### src/rtl/ula_sequenciador.sv
// ula_sequenciador: command-side sequencer for a 4-bit combinational ALU.
// Commands are queued in a CMD_DEPTH FIFO. Each one runs as a native ALU op,
// as a 4x4->8 shift-and-add multiply, or is flagged as illegal. Its result is
// returned through a valid/ready handshake.
// Optional feature: define ULA_SEQ_COUNT_EN to enable the res_count counter of
// completed results. When it is undefined, res_count is tied to zero.
module ula_sequenciador #(
  parameter int CMD_DEPTH = 4
) (
  input  logic       clk,
  input  logic       rst_n,
  input  logic       cmd_valid,
  output logic       cmd_ready,
  input  logic [3:0] cmd_op,
  input  logic [3:0] cmd_a,
  input  logic [3:0] cmd_b,
  output logic [3:0] alu_a,
  output logic [3:0] alu_b,
  output logic [2:0] alu_sel,
  input  logic [3:0] alu_res,
  input  logic       alu_cout,
  output logic       res_valid,
  input  logic       res_ready,
  output logic [7:0] res_data,
  output logic       res_carry,
  output logic       res_err,
  output logic [7:0] res_count
);

  localparam int AW = (CMD_DEPTH > 1) ? $clog2(CMD_DEPTH) : 1;

  typedef struct packed {
    logic [3:0] op;
    logic [3:0] a;
    logic [3:0] b;
  } cmd_t;

  typedef enum logic [1:0] {S_IDLE, S_EXEC, S_MUL, S_DONE} state_t;

  state_t     r_state, w_next;
  cmd_t       r_fifo [CMD_DEPTH];
  logic [AW:0] r_wr_ptr, r_rd_ptr;
  logic       w_full, w_empty, w_push, w_pop;
  cmd_t       w_head, w_cmd;

  logic [3:0] r_a, r_phi, r_plo;
  logic [1:0] r_i;
  logic [3:0] r_alu_a, r_alu_b;
  logic [2:0] r_alu_sel;
  logic [7:0] r_res_data;
  logic       r_res_carry, r_res_err, r_res_valid;

  logic [4:0] w_sum;
  logic [3:0] w_phi_nx, w_plo_nx;

  // The extra pointer bit tells full from empty when the low bits match.
  assign w_full  = (r_wr_ptr[AW] != r_rd_ptr[AW]) &&
                   (r_wr_ptr[AW-1:0] == r_rd_ptr[AW-1:0]);
  assign w_empty = (r_wr_ptr == r_rd_ptr);
  assign w_push  = cmd_valid && !w_full;
  assign w_pop   = (r_state == S_IDLE) && !w_empty;
  assign w_head  = r_fifo[r_rd_ptr[AW-1:0]];
  assign w_cmd   = '{op: cmd_op, a: cmd_a, b: cmd_b};

  assign cmd_ready = !w_full;

  // One multiply step: add into the high half, then shift the 9-bit
  // {carry, sum, P_lo} right by one place.
  assign w_sum    = {alu_cout, alu_res};
  assign w_phi_nx = w_sum[4:1];
  assign w_plo_nx = {w_sum[0], r_plo[3:1]};

  assign alu_a     = r_alu_a;
  assign alu_b     = r_alu_b;
  assign alu_sel   = r_alu_sel;
  assign res_valid = r_res_valid;
  assign res_data  = r_res_data;
  assign res_carry = r_res_carry;
  assign res_err   = r_res_err;

  // FIFO storage. It needs no reset because the pointers qualify every read.
  always_ff @(posedge clk) begin
    if (w_push) r_fifo[r_wr_ptr[AW-1:0]] <= w_cmd;
  end

  // FIFO pointers. Reset discards all queued commands.
  always_ff @(posedge clk or negedge rst_n) begin
    if (!rst_n) begin
      r_wr_ptr <= '0;
      r_rd_ptr <= '0;
    end else begin
      if (w_push) r_wr_ptr <= r_wr_ptr + 1'b1;
      if (w_pop)  r_rd_ptr <= r_rd_ptr + 1'b1;
    end
  end

  // FSM state register.
  always_ff @(posedge clk or negedge rst_n) begin
    if (!rst_n) r_state <= S_IDLE;
    else        r_state <= w_next;
  end

  // FSM next state. Illegal ops go straight to DONE from IDLE.
  always_comb begin
    w_next = r_state;
    case (r_state)
      S_IDLE: if (w_pop) begin
        if (!w_head.op[3])          w_next = S_EXEC;
        else if (w_head.op == 4'b1000) w_next = S_MUL;
        else                        w_next = S_DONE;
      end
      S_EXEC: w_next = S_DONE;
      S_MUL:  if (r_i == 2'd3) w_next = S_DONE;
      S_DONE: if (res_ready) w_next = S_IDLE;
      default: w_next = S_IDLE;
    endcase
  end

  // Datapath. Handles operand latch, ALU drive registers, multiply
  // accumulation and the result registers.
  always_ff @(posedge clk or negedge rst_n) begin
    if (!rst_n) begin
      r_a         <= '0;
      r_phi       <= '0;
      r_plo       <= '0;
      r_i         <= '0;
      r_alu_a     <= '0;
      r_alu_b     <= '0;
      r_alu_sel   <= '0;
      r_res_data  <= '0;
      r_res_carry <= 1'b0;
      r_res_err   <= 1'b0;
      r_res_valid <= 1'b0;
    end else begin
      case (r_state)
        S_IDLE: if (w_pop) begin
          r_a <= w_head.a;
          if (!w_head.op[3]) begin
            r_alu_a   <= w_head.a;
            r_alu_b   <= w_head.b;
            r_alu_sel <= w_head.op[2:0];
          end else if (w_head.op == 4'b1000) begin
            r_phi     <= '0;
            r_plo     <= w_head.b;
            r_i       <= '0;
            r_alu_a   <= '0;
            r_alu_b   <= w_head.b[0] ? w_head.a : 4'd0;
            r_alu_sel <= 3'b010;
          end else begin
            r_res_data  <= '0;
            r_res_carry <= 1'b0;
            r_res_err   <= 1'b1;
            r_res_valid <= 1'b1;
          end
        end
        S_EXEC: begin
          r_res_data  <= {4'b0, alu_res};
          r_res_carry <= alu_cout;
          r_res_err   <= 1'b0;
          r_res_valid <= 1'b1;
        end
        S_MUL: begin
          r_phi <= w_phi_nx;
          r_plo <= w_plo_nx;
          r_i   <= r_i + 2'd1;
          if (r_i == 2'd3) begin
            r_res_data  <= {w_phi_nx, w_plo_nx};
            r_res_carry <= 1'b0;
            r_res_err   <= 1'b0;
            r_res_valid <= 1'b1;
          end else begin
            // After the last step the ALU inputs keep their final values.
            r_alu_a <= w_phi_nx;
            r_alu_b <= w_plo_nx[0] ? r_a : 4'd0;
          end
        end
        S_DONE: if (res_ready) r_res_valid <= 1'b0;
        default: ;
      endcase
    end
  end

`ifdef ULA_SEQ_COUNT_EN
  logic [7:0] r_count;

  // Count completed result handshakes, wrapping modulo 256.
  always_ff @(posedge clk or negedge rst_n) begin
    if (!rst_n)                         r_count <= '0;
    else if (r_res_valid && res_ready)  r_count <= r_count + 8'd1;
  end

  assign res_count = r_count;
`else
  assign res_count = 8'h00;
`endif

endmodule

### config.mk
export PLATFORM = sky130hd
export DESIGN_NAME = ula_sequenciador
export DESIGN_NICKNAME = d
export VERILOG_FILES = /design/src/rtl/ula_sequenciador.sv
export SDC_FILE = /design/constraint.sdc
export NUM_CORES = 1
export LEC_CHECK = 0
export BUFFER_PORTS_ARGS = -buffer_cell sky130_fd_sc_hd__buf_2
export CAP_MARGIN = 20
export CELL_PAD_IN_SITES_DETAIL_PLACEMENT = 1
export CELL_PAD_IN_SITES_GLOBAL_PLACEMENT = 1
export CORE_MARGIN = 1
export CORE_UTILIZATION = 50
export CTS_BUF_LIST = sky130_fd_sc_hd__clkbuf_4
export CTS_CLUSTER_SIZE = 30
export DETAILED_ROUTE_END_ITERATION = 16
export PLACE_DENSITY_LB_ADDON = 0.1
export SYNTH_ARGS = -nofsm -noshare
export SYNTH_HDL_FRONTEND = slang
export SYNTH_SLANG_ARGS = --single-unit
### constraint.sdc
create_clock -name clk -period 4.1 [get_ports clk]
set_input_delay 0.615 -clock clk [delete_from_list [all_inputs] [get_ports clk]]
set_output_delay 0.615 -clock clk [all_outputs]
set_load 0.02 [all_outputs]
=== After elaboration in Yosys (flattened, before gate mapping) ===
Memories as Yosys holds them, arrays and structs flattened.
Index checks and enable logic that the tools add are counted.

* Register bits: 40
* Bits in writable memories: 48
* Logic and storage cells: 96
* Memories: 1

{| class="wikitable"
|+ Memories
! name !! depth !! width !! rd ports !! clocked after Yosys merged registers in !! write ports !! line !! source
|-
| r_fifo || 4 || 12 || 1 || 0 || 1 || 41 || <nowiki>cmd_t r_fifo [CMD_DEPTH];</nowiki>
|}

* Add/subtract/negate cells: 3
* Equality and inequality tests: 17
* Mux-type cells: 47
* Reduce and logical (&&, ||, !) cells: 15

{| class="wikitable"
|+ Operators by type and width
! operator !! count
|-
| $mux W4 || 13
|-
| $mux W8 || 4
|-
| $pmux W4 S2 || 3
|-
| $pmux W8 S3 || 1
|-
| $mux W2 || 7
|-
| $mux W1 || 12
|-
| $ne A2 B2 Y1 const B || 6
|-
| $reduce_and A5 Y1 || 2
|-
| $pmux W2 S4 || 1
|-
| $reduce_and A4 Y1 || 2
|-
| $add A3 B1 Y3 const B || 2
|-
| $eq A2 B2 Y1 const B || 3
|-
| $mux W3 || 2
|-
| $pmux W1 S3 || 2
|-
| $reduce_and A3 Y1 || 2
|-
| $eq A4 B4 Y1 const B || 1
|-
| $ne A2 B1 Y1 const B || 2
|-
| $pmux W1 S4 || 1
|-
| $pmux W2 S2 || 1
|-
| $eq A3 B3 Y1 || 1
|-
| $logic_and A1 B1 Y1 || 3
|-
| $ne A3 B2 Y1 const B || 1
|-
| $reduce_bool A3 Y1 || 1
|-
| $add A2 B1 Y2 const B || 1
|-
| other kinds (7) || 8
|}

=== Logic depth before layout (Yosys ltp) ===
* Word-level depth: 6
* Gate-level depth with buffers: 8

=== Worst setup path before layout ===
No wires, ideal clock.

* Kind: reg2reg
* From: reg r_rd_ptr[0]
* To: reg r_plo[1]
* Arrival: 2.005 ns
* Setup slack: 1.975 ns
* Stages on the path, launching flop included: 7
* Buffers on the path: 1
* Period minus slack after synthesis: 2.125 ns
* Cells stage by stage: dfrtp_1 > buf_6 > mux4_2 > nor3_4 > nand2_4 > a311o_1 > a31o_1

* Cells in the longest elaborated chain, start to end: 5

{| class="wikitable"
|+ RTL lines
! element !! line !! source
|-
| start, declared || 42 || <nowiki>logic [AW:0] r_wr_ptr, r_rd_ptr;</nowiki>
|-
| start signal, assigned || 93 || <nowiki>if (w_pop) r_rd_ptr <= r_rd_ptr + 1'b1;</nowiki>
|-
| $mem_v2 Z4 W12 / $eq A3 B3 Y1 (equally long branches) || -- ||
|-
| $mux W4 / $logic_not A1 Y1 (equally long branches) || 142, 61 ||
|-
| $mux W4 / $logic_and A1 B1 Y1 (equally long branches) || 138, 61 ||
|-
| $mux W4 / $ne A2 B2 Y1 (equally long branches) || -- ||
|-
| $pmux W4 S2 / $reduce_and A4 Y1 (equally long branches) || -- ||
|-
| end signal, assigned || 144 || <nowiki>r_plo <= w_head.b;</nowiki>
|-
| end signal, assigned || 164 || <nowiki>r_plo <= w_plo_nx;</nowiki>
|-
| end, declared || 46 || <nowiki>logic [3:0] r_a, r_phi, r_plo;</nowiki>
|}

Parallel ways exist; a longest one is shown, timed or not. The select of a mux whose other input is x is not followed.
A chain may end at the register's enable or synchronous reset.

=== Final worst setup path ===
* From: reg r_rd_ptr[1]
* To: reg r_res_err, in the netlist res_err

* Cells in the longest elaborated chain, start to end: 5

{| class="wikitable"
|+ RTL lines
! element !! line !! source
|-
| branches (longest 4 deep; another with $mem_v2 Z4 W12) || -- ||
|-
| $reduce_and A5 Y1 (no source line) * || -- ||
|-
| end signal, assigned || 132 || <nowiki>r_res_err <= 1'b0;</nowiki>
|-
| end signal, assigned || 152 || <nowiki>r_res_err <= 1'b1;</nowiki>
|-
| end signal, assigned || 159 || <nowiki>r_res_err <= 1'b0;</nowiki>
|-
| end, declared || 51 || <nowiki>logic r_res_carry, r_res_err, r_res_valid;</nowiki>
|}

Every way passes the cells marked *.

==> impl_results.md <==
* Setup Fix Bufs, Post-CTS at 0
* Critical Path Fanout Max at 15
* Area growth syn-to-layout at 10.28%
* WL per Instance at 18.42 um
* Min cycle time layout at 2.604 ns
* First-pass GRT wire length at 13030 um
* Reg2Reg Setup Slack at 1.50 ns
* Yosys top cell by area: edfxtp_1
* Most common cell after layout, fill and taps aside: edfxtp_1
* Post-CTS Resized at 0
* Reg-to-Reg End: res_err$_DFFE_PN0P_
* Leakage power total at 1.829 nW
* Setup ws final at 1.496 ns
* Critical path, cell by cell: mux4_2 -> inv_1 -> o31a_4 -> nor3_4 -> mux2_2
* Crit-path max cell delay at 0.77 ns
* GRT Total Usage at 0.2100
* Post-Synth XOR/XNOR Area at 0.01754
* Die area at 8349 um^2
* Total CTS buffers at 9
* Fmax at 384.0 MHz
* Setup_tns at 0 ns
* Worst Tran Pin Value at 0.9003 ns
* Clock Root Buffer: clkbuf_4
* Post-Syn Area at 3994 um^2
* Tot Pwr at 3.518 mW
* Flops & latches, synth at 87
* H-Tree Level Count at 3
* Max cap viols at 0
* Post-cts hold buffer count at 0
* Initial Utilization at 0.5168
* Chip width at 91.38 um
* Proportion of synthesized area in mux cells at 0.1419
* Slowest stage cell on the critical path: dfrtp_1
* Ant diodes at 0
* Vias in the first global route at 2580
* Hpwl dp at 5685 um
* Part of the Yosys area used for sequential elements at 0.6053
* # setup viols final at 0
* PortBufs at 43
* Top-area cell type share of the netlist area at 0.3609
* Worst path arrival time at 2.94 ns
* Antenna violations before repair at 0
* Grt total ovfl at 0
* Total Wirelength at 7919 um
* Worst skew pair latency at 0.43 ns
* Vias at 2416
* DR pass1 iterations at 4
* Final period utilization at 0.6351
* Distinct cell type count after synthesis at 41
* Slew HR at 0.3998
* DRC Markers at 0
* Synth Area in Compound Gates at 0.08083
* Cell count after synthesis at 280
* Synthesized area per cell at 14.26 um^2
* Place WS at 1.477 ns
* Status: complete, no violations
* Row cnt at 32
* CP Class: reg2reg
* IO Pins at 52
* Layout cell share with drive strength beyond 1 at 0.3018
* Worst r2r src: r_rd_ptr[1]$_DFFE_PN0P_
* Clock sinks at 87
* Nets at 355
* Vias/cell at 5.619
* Largest net degree at the start of global routing at 40
* Fin. Hold Viols at 0
* Die Span Y at 91.38 um
* Largest family of logic cells by synthesized area: multiplexers
* Adder-cell share of the synthesized area at 0.03446
* Final slew viol count at 0
* Hold Path Class: in2async
* Simple-gate area share of the yosys netlist at 0.07926
* VDD IR max at 289.6 uV
* Clock Tree Buf Depth at 2
* Dominant cells by area after synthesis: edfxtp_1 (36%), dfrtp_1 (24%), mux4_2 (6.8%), mux2_2 (5.6%), ha_1 (3.4%)
* CTS tree: yes
* Core area at 7727 um^2
* CP endpoint kind: flop
* Clk slew on worst S/H paths at 0.15 ns
* YS warnings at 0
* Commonest cells after routing, fill and taps aside: edfxtp_1 (48), buf_2 (43), dfrtp_1 (39), mux2_2 (20), o21ai_0 (18)
* DRT antenna net count at 0
* RSZ-0062 raised after global routing: false
* CP required at 4.44 ns
* Setup Skew at 0.01744 ns
* Iter 0 DRT Violations at 78
* Worst Setup Start Kind: flop
* Reg2Reg Depth at 5
* P per Cell Area at 798.8 nW/um^2
* RePlAce Congestion at 0.7325
## critical path, delay by kind of cell, from the launching register on
family	cells	cell delay, ns
buffers and inverters	1	0.19
DFF	1	0.77
muxes	2	0.90
AOI/OAI and AO/OA	1	0.36
and+or+nand+nor	1	0.30
## sequential cells by signal, summed over array words and instances (netlist names)
register and count:
r_fifo 48, res_data 8, alu_a 4, alu_b 4, r_a 4, alu_sel 3, r_plo 3, r_rd_ptr 3
r_wr_ptr 3, r_i 2, r_state 2, res_carry 1, res_err 1, res_valid 1
## synthesized netlist by cell type
cell type / count
ha_1: 11
a22oi_1: 4
xor2_1: 6
or2_2: 1
a32o_1: 1
o31ai_1: 2
buf_4: 9
mux2i_1: 6
conb_1: 1
dfrtp_1: 39
a2bb2oi_1: 2
and4_1: 3
a311o_1: 3
nor2_1: 15
and3_1: 7
clkbuf_1: 8
buf_6: 2
edfxtp_1: 48
nor3_4: 2
a31o_1: 3
nor2b_1: 2
nand3_1: 8
nand3b_1: 1
a21o_1: 2
and2_1: 2
nand2b_1: 1
o31a_1: 1
nand2_4: 1
o21ai_0: 18
xnor2_1: 2
a21oi_1: 5
mux4_2: 12
mux2_2: 20
buf_2: 1
inv_1: 9
nand2_1: 15
o221ai_2: 1
mux2_1: 1
o31a_4: 1
o211ai_1: 3
nor3_1: 1
## area by class of cell
cell class,instances,area (um^2)
well taps,102,127.6
flip-flops and latches,87,2417
multi-input cells,171,1444
fillers,787,3323
repair buffers,45,230.2
clock inverters,6,76.32
inverters,9,33.78
clock buffers,10,75.07
## layer usage
metal,vias to the layer above,share of wire,GRT usage
met5,-,0,0
met4,0,0.023,0.09921
met3,16,0.026,0.03434
met2,48,0.52,0.3744
met1,1237,0.43,0.2473
li1,1115,-,-
## how the worst max path moves through the flow
stage                            startpoint  depth (start not counted)                 endpoint
finish              r_rd_ptr[1]$_DFFE_PN0P_                          5      res_err$_DFFE_PN0P_
global route        r_rd_ptr[1]$_DFFE_PN0P_                          4                cmd_ready
CTS                 r_rd_ptr[1]$_DFFE_PN0P_                          4                cmd_ready
detailed placement  r_rd_ptr[1]$_DFFE_PN0P_                          5      res_err$_DFFE_PN0P_
global placement    r_rd_ptr[1]$_DFFE_PN0P_                          5  res_data[1]$_DFFE_PN0P_
floorplan           r_rd_ptr[0]$_DFFE_PN0P_                          6     r_plo[1]$_DFFE_PN0P_
## report_power, final
part           switching [mW]  leakage [nW]  internal, mW
sequential              0.166         0.925          1.21
combinational           0.935         0.819         0.684
clock                   0.314        0.0839         0.205
## through the flow
| stage | hold WS [ns] | instance area [um^2] | cells | utilization |
|---|---|---|---|---|
| final | 0.2892 | 4404 | 430 | 0.5699 |
| after global placement | 0.4677 | 4253 | 414 | 0.5504 |
| after global routing | 0.3369 | 4404 | 430 | 0.5699 |
| after floorplan | 0.3194 | 4020 | 287 | - |
| after CTS | 0.2898 | 4404 | 430 | 0.5699 |
| after detailed placement | 0.4827 | 4253 | 414 | 0.5504 |
## logic make-up after synthesis
group | count (synthesis)
muxes | 39
xor gates and xnor gates | 8
adders and majority gates | 11
buffers and inverters | 29
and+or+nand+nor | 59
AOI/OAI and AO/OA | 46
other | 1
DFF | 87
No activity file was read; power rests on OpenSTA's default activity.
